## src/rtl/multicycle_control.sv

```systemverilog
// multicycle_control: multicycle RISC-V control FSM with memory wait timeout and sticky fault
module multicycle_control #(
  parameter int MEM_TIMEOUT = 16
) (
  input  logic       clk,
  input  logic       rst,
  input  logic [6:0] opcode,
  input  logic [2:0] funct3,
  input  logic       zero,
  input  logic       lt,
  input  logic       ltu,
  input  logic       mem_ready,
  output logic       mem_req,
  output logic       mem_we,
  output logic       addr_src,
  output logic       pc_write,
  output logic       ir_write,
  output logic       reg_write,
  output logic [1:0] alu_src_a,
  output logic [1:0] alu_src_b,
  output logic [1:0] alu_op,
  output logic [1:0] result_src,
  output logic [3:0] state,
  output logic       fault
);
  localparam logic [3:0] FETCH = 4'd0, DECODE = 4'd1, EXEC_R = 4'd2, EXEC_I = 4'd3,
                         MEM_ADDR = 4'd4, MEM_RD = 4'd5, MEM_WB = 4'd6, MEM_WR = 4'd7,
                         ALU_WB = 4'd8, BRANCH = 4'd9, JAL = 4'd10, JALR = 4'd11, ERROR = 4'd12;
  localparam int CW = $clog2(MEM_TIMEOUT + 1);
  logic [3:0] nxt;
  logic [CW-1:0] cnt;
  logic to, tk, bad, req, we, pw, iw, rw;
  assign to  = cnt == CW'(MEM_TIMEOUT - 1);
  assign bad = funct3[2:1] == 2'b01;
  assign tk  = ~bad & ((funct3[2:1] == 2'b00 ? zero : funct3[2:1] == 2'b10 ? lt : ltu) ^ funct3[0]);
  always_comb begin
    case (state)
      FETCH:    nxt = mem_ready ? DECODE : to ? ERROR : FETCH;
      DECODE:   case (opcode)
                  7'b0110011:             nxt = EXEC_R;
                  7'b0010011:             nxt = EXEC_I;
                  7'b0000011, 7'b0100011: nxt = MEM_ADDR;
                  7'b1100011:             nxt = BRANCH;
                  7'b1101111:             nxt = JAL;
                  7'b1100111:             nxt = JALR;
                  default:                nxt = ERROR;
                endcase
      EXEC_R, EXEC_I: nxt = ALU_WB;
      MEM_ADDR: nxt = opcode == 7'b0000011 ? MEM_RD : MEM_WR;
      MEM_RD:   nxt = mem_ready ? MEM_WB : to ? ERROR : MEM_RD;
      MEM_WR:   nxt = mem_ready ? FETCH : to ? ERROR : MEM_WR;
      MEM_WB, ALU_WB, JAL, JALR: nxt = FETCH;
      BRANCH:   nxt = bad ? ERROR : FETCH;
      default:  nxt = ERROR;
    endcase
  end
  always_comb begin
    req = 1'b0;
    we = 1'b0;
    addr_src = 1'b0;
    pw = 1'b0;
    iw = 1'b0;
    rw = 1'b0;
    alu_src_a = 2'b00;
    alu_src_b = 2'b00;
    alu_op = 2'b00;
    result_src = 2'b00;
    case (state)
      FETCH: begin
        req = 1'b1;
        pw = mem_ready;
        iw = mem_ready;
        alu_src_b = 2'b10;
      end
      EXEC_R: {alu_src_a, alu_src_b, alu_op} = 6'b01_00_10;
      EXEC_I: {alu_src_a, alu_src_b, alu_op} = 6'b01_01_11;
      MEM_ADDR: {alu_src_a, alu_src_b, alu_op} = 6'b01_01_00;
      MEM_RD, MEM_WR: begin
        req = 1'b1;
        we = state == MEM_WR;
        addr_src = 1'b1;
      end
      MEM_WB: begin
        rw = 1'b1;
        result_src = 2'b01;
      end
      ALU_WB: rw = 1'b1;
      BRANCH: begin
        pw = tk;
        {alu_src_a, alu_src_b, alu_op} = tk ? 6'b10_01_00 : 6'b01_00_01;
      end
      JAL, JALR: begin
        rw = 1'b1;
        pw = 1'b1;
        result_src = 2'b10;
        alu_src_a = state == JAL ? 2'b10 : 2'b01;
        alu_src_b = 2'b01;
      end
      default: ;
    endcase
  end
  assign mem_req   = req & ~rst;
  assign mem_we    = we & ~rst;
  assign pc_write  = pw & ~rst;
  assign ir_write  = iw & ~rst;
  assign reg_write = rw & ~rst;
  assign fault     = state == ERROR;
  always_ff @(posedge clk) begin
    if (rst) begin
      state <= FETCH;
      cnt <= '0;
    end else begin
      state <= nxt;
      cnt <= (nxt == state && req) ? cnt + CW'(1) : '0;
    end
  end
endmodule

```

## config.mk

```make
export PLATFORM = sky130hd
export DESIGN_NAME = multicycle_control
export DESIGN_NICKNAME = d
export VERILOG_FILES = /design/src/rtl/multicycle_control.sv
export SDC_FILE = /design/constraint.sdc
export NUM_CORES = 1
export LEC_CHECK = 0
export CORE_MARGIN = 8
export CORE_UTILIZATION = 35
export CTS_CLUSTER_DIAMETER = 200
export DETAILED_ROUTE_END_ITERATION = 16
export PLACE_DENSITY = 0.68
export SYNTH_ARGS = -nofsm -noshare
export SYNTH_HDL_FRONTEND = slang
export SYNTH_SLANG_ARGS = --single-unit
```

## constraint.sdc

```tcl
create_clock -name clk -period 2 [get_ports clk]
set_input_delay 0.5 -clock clk [delete_from_list [all_inputs] [get_ports clk]]
set_output_delay 0.5 -clock clk [all_outputs]
set_load 0.05 [all_outputs]
```

==> metrics.cfg, run 1 <==
[drt]
firstDrtPassIters = 4
vias = 1060
drt_iter0_markers = 27
antenna_left = 0
vias_per_cell = 5.49
drc = 0
wirelength_um = 3110
wl_per_cell_um = 16.1

[clock_network]
clock_path_buffers = 2
clock_tree.root_cell = clkbuf_4
cts_sinks = 9
htree_levels = 1
numCtsBuffers = 3
clock_latency_ns = 0.25
postCtsHoldBufs = 0
cts_tree = built
clk_pin_slew_ns = 0.05

[logic_synthesis]
netlist_instances = 113
synthArstFlopShare_pct = 0
ys_ff_latch = 9
synth_area_um2 = 830
yosys.cell_types.count = 43
ys.flop_type = dfxtp_1
ys_warn_count = 0
synth_edf_count = 0
syn-num-nets = 131
ys_seq_area_share_pct = 21.7
synth_area_per_cell_um2 = 7.34

[layout]
layout_common_cells = 19 x buf_4, 13 x nor2_1, 13 x buf_12, 7 x clkdlybuf4s50_1
final_area_mm2 = 0.00166
final_common_cell = buf_4
drive_above_1_share_pct = 45.5
multi_input_area_um2 = 722
regArea_um2 = 195
syn2layout_area_growth_pct = 100
fin_nets = 184
n_fill_cell = 172
antennaDiodeCount = 0

[place]
hpwlAfterDp_um = 2340
post_dp_cell_area_mm2 = 0.00152
dp_slack_ns = -0.657
routabilityCongestion = 0.827
io_buffers = 34

[timing]
setup_viol = 8
finalClockSkew_ns = 0.00148
hold_violations = 0
holdWs_ns = 0.454
grt_setup_unrepaired = true
period_minus_slack_ns = 2.28
worstMarginPinSlew_ns = 0.327
max-slew-margin-rel_pct = 78.0
maxSlewViolCount = 0
setup_tns_ns = -1.49
fmax_ghz = 0.438
fin_crit_sh_pct = 114
layout_setup_ws_ns = -0.284

[worst_setup_path]
critPathKind = primary input to primary output
r2r_slack_ns = 0.16
ff2ff_path_depth = 8
r2r-end = cnt[0]$_SDFF_PP0_
cp_max_fo = 3
crit_end = alu_src_a[0]
end_kind = primary output
timing.rr.start = cnt[0]$_SDFF_PP0_
critPathLaunch = funct3[2]
required_ns = 1.50
start_kind = primary input
arrival_ns = 1.78

[outcome]
violations = negative setup slack
status = finished, violations left

[floorplanning]
rows = 17
start_util_pct = 37.1
core_mm2 = 0.00223
pin_count = 35
dieHeight_um = 64.7
die_w_um = 64.7
fp.dieArea_mm2 = 0.00418

[global_routing]
antenna_found_initial = 0
grt_pass1_wl_um = 5040
first_global_vias = 1084
track_usage_pct = 14.4
grt_max_degree = 19
grt-ovfl-total = 0

[pwr]
peakVddDrop_mv = 0.715
leakagePower_uw = 0.000669
p_total_uw = 1470
power.density_mw_per_mm2 = 886

[flow_run]
max_cap_violations = 0

[min_path]
min_path_type = flip-flop to flip-flop

## registers in the layout, summed over array words and instances (netlist names)
name,count
cnt,5
state,4
## layer usage
metal / vias to the layer above / GRT usage (%) / part of all wire (%)
met5: - / 0 / 0
met4: 0 / 4.90 / 1.6
met3: 6 / 1.55 / 4.2
met2: 31 / 28.1 / 55
met1: 510 / 15.6 / 39
li1: 513 / - / -
## cell usage after synthesis (all sizes together) (3+ instances only)
cell type | n | area (µm²)
nor2 | 18 | 67.6
nand3 | 4 | 20.0
o211ai | 3 | 22.5
nand2 | 5 | 18.8
clkbuf | 3 | 11.3
inv | 6 | 22.5
nand2b | 6 | 37.5
nor3b | 3 | 33.8
a21oi | 10 | 50.1
xor2 | 3 | 26.3
dfxtp | 9 | 180
buf | 3 | 21.3
o21ai | 4 | 20.0
## power by group
part	total, µW	switching [µW]	internal, µW
sequential	237	27.5	210
combinational	1100	597	507
clock	130	53.7	76.2
total	1470	679	793
## critical path, stage by stage
cell,delay [ns]
buf_8,0.08
mux2i_2,0.22
xor2_1,0.25
o21a_1,0.21
a21oi_2,0.07
o211ai_1,0.24
clkbuf_16,0.22
## per-stage QoR
stage	util (%)	std cells
CTS	72.4	191
global route	74.4	193
global placement	67.8	183
detailed placement	67.8	183
floorplan	-	113
finish	74.4	193
## area by class of cell
cell class | instances | share of cell area [%]
timing repair buffer | 54 | 39.5
sequential | 9 | 11.7
clock buffer | 4 | 1.58
tap | 28 | 2.11
inverter | 6 | 1.58
multi-input combinational | 92 | 43.4
## worst min path at each step
| stage | from | endpoint | depth (start not counted) |
|---|---|---|---|
| finish | cnt[0]$_SDFF_PP0_ | cnt[0]$_SDFF_PP0_ | 1 |
| global route | cnt[0]$_SDFF_PP0_ | cnt[0]$_SDFF_PP0_ | 1 |
| CTS | cnt[0]$_SDFF_PP0_ | cnt[0]$_SDFF_PP0_ | 1 |
| detailed placement | cnt[0]$_SDFF_PP0_ | cnt[0]$_SDFF_PP0_ | 1 |
| global placement | cnt[0]$_SDFF_PP0_ | cnt[0]$_SDFF_PP0_ | 1 |
| floorplan | cnt[0]$_SDFF_PP0_ | cnt[0]$_SDFF_PP0_ | 1 |
## repair_timing
action	CTS	global route
setup buffers	4	2
resized for setup	30	14
pin swaps	11	10
endpoints found under the setup margin	10	14
## kinds of logic after synthesis
kind of cell / after synthesis / share of synthesized area (%)
AOI/OAI and AO/OA: 29 / 22.5
xor gates and xnor gates: 4 / 4.22
adders and majority gates: 2 / 3.02
buffers and inverters: 12 / 6.64
DFF: 9 / 21.7
muxes: 1 / 1.21
and+or+nand+nor: 56 / 40.7
No activity file was read; power rests on OpenSTA's default activity.
==> inputs of run 2 (changes only) <==
--- a/config.mk
+++ b/config.mk
@@ -10,6 +10,7 @@
 export CTS_CLUSTER_DIAMETER = 200
 export DETAILED_ROUTE_END_ITERATION = 16
 export PLACE_DENSITY = 0.68
+export REMOVE_ABC_BUFFERS = 1
 export SYNTH_ARGS = -nofsm -noshare
 export SYNTH_HDL_FRONTEND = slang
 export SYNTH_SLANG_ARGS = --single-unit
==> constraint.sdc (replaced) <==
create_clock -name clk -period 2.7 [get_ports clk]
set_input_delay 0.675 -clock clk [delete_from_list [all_inputs] [get_ports clk]]
set_output_delay 0.675 -clock clk [all_outputs]
set_load 0.05 [all_outputs]
==> run 2 against run 1 <==
Largest power group unchanged. Largest cell class unchanged. Utilization fell by 12 points. Sequential share of layout area grew 1.4 points. Critical endpoint unchanged. The run now ends clean. Register-to-register slack improved by 0.67 ns.
==> metrics.cfg, run 2 (same netlist as run 1, synthesis figures left out) <==
[flow_run]
max_cap_violations = 0

[worst_setup_path]
critPathKind = primary input to primary output
end_kind = primary output
arrival_ns = 1.94
cp_max_fo = 3
start_kind = primary input
required_ns = 2.03

[clock_network]
cts_sinks = 9
clock_tree.root_cell = clkbuf_4
cts_tree = built
htree_levels = 1
clock_latency_ns = 0.26
numCtsBuffers = 3
clock_path_buffers = 2
clk_pin_slew_ns = 0.06

[pwr]
leakagePower_uw = 0.000573
power.density_mw_per_mm2 = 675
peakVddDrop_mv = 0.394

[floorplanning]
rows = 17
dieHeight_um = 64.7
die_w_um = 64.7
core_mm2 = 0.00223
pin_count = 35
start_util_pct = 37.1
fp.dieArea_mm2 = 0.00418

[layout]
reg.largest.list = cnt (5), state (4)
top_register = cnt
final_area_mm2 = 0.00140
final_common_cell = nor2_1
largest_reg_flops = 5
layout_common_cells = 18 x nor2_1, 14 x clkdlybuf4s50_1, 12 x buf_4, 9 x a21oi_1, 9 x buf_12
multi_input_area_um2 = 608
drive_above_1_share_pct = 26.0
n_fill_cell = 207
syn2layout_area_growth_pct = 68.2
antennaDiodeCount = 0
fin_nets = 173
regArea_um2 = 184

[timing]
hold_violations = 0
setup_tns_ns = 0
setup_viol = 0
worstMarginPinSlew_ns = 0.504
fin_crit_sh_pct = 96.9
fmax_ghz = 0.382
grt_setup_unrepaired = false
maxSlewViolCount = 0
holdWs_ns = 0.452
max-slew-margin-rel_pct = 66.3
finalClockSkew_ns = 0.000517
period_minus_slack_ns = 2.62
layout_setup_ws_ns = 0.0844

[global_routing]
grt-ovfl-total = 0
grt_pass1_wl_um = 4610
antenna_found_initial = 0
grt_max_degree = 16
first_global_vias = 972
track_usage_pct = 13.2

[drt]
vias_per_cell = 5.36
firstDrtPassIters = 4
drt_iter0_markers = 25
drc = 0
vias = 976
wl_per_cell_um = 14.7
wirelength_um = 2670
antenna_left = 0

[place]
io_buffers = 34
routabilityCongestion = 0.746
dp_slack_ns = -0.299
post_dp_cell_area_mm2 = 0.00134
hpwlAfterDp_um = 2150

[outcome]
status = completed

[min_path]
min_path_type = flip-flop to flip-flop

## run 2: stage by stage
stage / power [µW] / instances / util (%)
final: 942 / 182 / 62.5
after detailed placement: 821 / 177 / 59.8
after CTS: 942 / 182 / 61.5
after global placement: 811 / 177 / 59.8
after floorplan: 535 / 107 / -
after global routing: 1000 / 182 / 62.5
## run 2: layer usage
metal | up-vias | global-route usage [%] | wire [µm]
li1 | 489 | - | -
met5 | - | 0 | 0
met1 | 447 | 15.6 | 1180
met2 | 36 | 23.2 | 1290
met3 | 4 | 3.26 | 179
met4 | 0 | 3.27 | 25
## run 2: repair_timing
action                     CTS  global route
hold buffers                 0             0
setup endpoints to repair    5             4
setup buffers                1             0
gates resized for setup     11            14
pin swaps                    5             5
hold endpoints to repair     0             0
## run 2: cell type report
type                            count  share of cell area (%)
Clock buffer                        4                    1.88
Timing Repair Buffer               43                    37.2
Multi-Input combinational cell     92                    43.6
Inverter                            6                    1.61
Sequential cell                     9                    13.2
Tap cell                           28                    2.51
## run 2: report_power, final
group / switching (µW) / leakage (µW) / internal, µW / total (µW)
Sequential: 44.1 / 0.0000744 / 152 / 196
Combinational: 352 / 0.000484 / 293 / 645
Clock: 43.9 / 0.0000150 / 56.7 / 101
Total: 439 / 0.000573 / 502 / 942
## run 2: critical path, cell delays in order
cell       delay [ns]
buf_6            0.07
mux2i_1          0.20
xor2_1           0.22
o21a_1           0.18
a21oi_1          0.08
o211ai_1         0.29
clkbuf_16        0.23
## run 2: path summary, 6_finish.rpt
check,endpoint,from,cells past startpoint,slack [ns]
worst min-delay path,cnt[0]$_SDFF_PP0_,cnt[0]$_SDFF_PP0_,1,0.45
worst max register to register,cnt[3]$_SDFF_PP0_,cnt[0]$_SDFF_PP0_,8,0.83
worst max-delay path,alu_src_a[0],funct3[2],7,0.08
worst min register to register,cnt[0]$_SDFF_PP0_,cnt[0]$_SDFF_PP0_,1,0.45
==> edit, RTL diff (config.mk and constraints of run 1) <==
`MEM_TIMEOUT`: 16 -> 32.
--- a/src/rtl/multicycle_control.sv
+++ b/src/rtl/multicycle_control.sv
@@ -2,3 +2,3 @@
 module multicycle_control #(
-  parameter int MEM_TIMEOUT = 16
+  parameter int MEM_TIMEOUT = 32
 ) (
Formal check against the unedited RTL: same outputs for any inputs over 10 cycles, from zero or initial values and one cycle with rst high; that may be too few to reach the edited logic, so the function may still have changed.
==> edit against run 1 <==
The flow still finishes with violations (negative setup slack). Synthesized cell count is 12% higher. Sequential cell count up 1. Power increased by 21%. Largest power group unchanged. Non-clock buffer count grew 16. Clock skew is 0.0061 ns higher. Setup slack improved by 0.077 ns. Routed wire length up 21%. Final area is 17% higher. Critical path type unchanged. Sequential share of layout area decreased by 0.71 points. Synthesized area increased by 13%. Die area is 9.7% higher.
==> edit: results (changes against run 1) <==
Drt
  – Via/cell ratio: 5.739 (+4.5%)
  – Via count: 1274 (+20%)
  – Pre-antenna DRT Iters: 5 (+1)
  – DR WL/cell: 16.97 um (+5.4%)

Critical path
  – Critical R2R Launch: state[1]$_SDFF_PP0_
  – R2R setup slack: 0.11 ns (-0.05 ns)
  – Crit path capture: pc_write
  – Reg2Reg Depth: 7 (-1)
  – CP startpoint: funct3[1]
  – FF-to-FF End: cnt[1]$_SDFF_PP0_

Synth
  – Adder-Cell Fraction of Synth Area: 1.335% (-1.7 points)
  – Synth Area in Compound Gates: 25.63% (+3.2 points)
  – Seq/Total Area, Yosys: 21.36% (-0.36 points)
  – XOR/XNOR Fraction of Synth Area: 5.607% (+1.4 points)
  – Syn_nets: 144 (+9.9%)
  – Top cells by area, synth: dfxtp_1 (21%), nor2_1 (6.4%), nor3_1 (5.9%)
  – Post-synth top area share: 21.36% (-0.36 points)

Run status
  – Violated checks: negative setup slack
  – Status: finished with violations

STA
  – Finish-stage setup viols: 5 (-3)
  – Clk_skew: 0.007600 ns (+0.006124 ns)
  – Setup ws final: -0.2070 ns (+0.07693 ns)

Global route
  – Vias in the first global route: 1219 (+12%)
  – GR Util All Layers: 16.47% (+2.0 points)
  – First-pass GRT wire length: 5892 um (+17%)

Clock tree
  – Clock Pin Slew Worst Setup and Hold Paths: 0.07 ns (+0.02 ns)
  – Worst skew pair latency: 0.28 ns (+0.03 ns)

Placed design
  – GPL Wtd Cong: 0.8303 (+0.40%)

Final layout
  – Final nets: 210 (+14%)
  – Layout cells sized above 1: 52.60% (+7.1 points)

Power and ir drop
  – Highest ir drop seen on vdd: 0.5792 mV (-19%)
[edit: changes by cell type after synthesis, sizes merged, moves of 3 or more]
cell,run 1,this run
nand3b,1,4
a21oi,10,6
clkbuf,3,6
nand2b,6,3
nor3,2,11
inv,6,3
a211o,0,3
xnor2,1,4
[edit: cell families after synthesis]
group / Yosys count
flip-flops: 10
multiplexers: 3
XOR/XNOR: 6
buffers and inverters: 12
AO/OA/AOI/OAI: 32
adder cells (fa/ha/maj): 1
AND/OR/NAND/NOR: 63
[edit: how the worst min path moves through the flow]
stage / slack (ns) / endpoint / depth (start not counted) / startpoint
floorplan: 0.43 / cnt[0]$_SDFF_PP0_ / 1 / cnt[0]$_SDFF_PP0_
global placement: 0.44 / cnt[0]$_SDFF_PP0_ / 1 / cnt[0]$_SDFF_PP0_
detailed placement: 0.47 / cnt[0]$_SDFF_PP0_ / 1 / cnt[0]$_SDFF_PP0_
CTS: 0.48 / cnt[0]$_SDFF_PP0_ / 1 / cnt[0]$_SDFF_PP0_
global route: 0.55 / cnt[0]$_SDFF_PP0_ / 1 / cnt[0]$_SDFF_PP0_
finish: 0.51 / cnt[0]$_SDFF_PP0_ / 1 / cnt[0]$_SDFF_PP0_
[edit: power breakdown]
part	total [W]	leakage, nW	internal (W)	switching [W]
clock	0.000190	0.0210	0.000111	0.0000796
combinational	0.00128	0.683	0.000582	0.000703
sequential	0.000303	0.0841	0.000237	0.0000652
total	0.00178	0.788	0.000930	0.000847
[edit: layer usage]
layer	track usage [%]	vias to the layer above	part of all wire, %
met5	0	-	0
met4	6.005	0	2.0
met3	3.146	8	5.0
met2	28.99	39	55
met1	19.21	611	38
li1	-	616	-
[edit: timing repair]
item                                    in CTS  in global routing
endpoints found under the setup margin      15                 11
gates resized for setup                     34                 18
cloned                                       0                  0
pin swaps                                   10                  8
setup buffers                                5                  2
[edit: final cells by class]
type,instances,area (um^2)
Multi-Input combinational cell,105,904.6
Timing Repair Buffer,70,740.7
Fill cell,170,550.5
Sequential cell,10,215.2
Tap cell,30,37.54
Clock buffer,4,36.28
Inverter,3,15.01
[edit: worst max-delay path, stage by stage]
cell and delay (ns):
buf_8 0.10, mux2i_4 0.18, xnor2_2 0.15, a22o_4 0.28
a211o_4 0.34, buf_8 0.15
[edit: stage by stage]
step                setup TNS [ns]  hold WS, ns
detailed placement          -5.300       0.4691
CTS                        -0.7069       0.4813
finish                     -0.7002       0.5085
global route               -0.8893       0.5450
global placement            -4.762       0.4362
floorplan                  -0.1302       0.4331
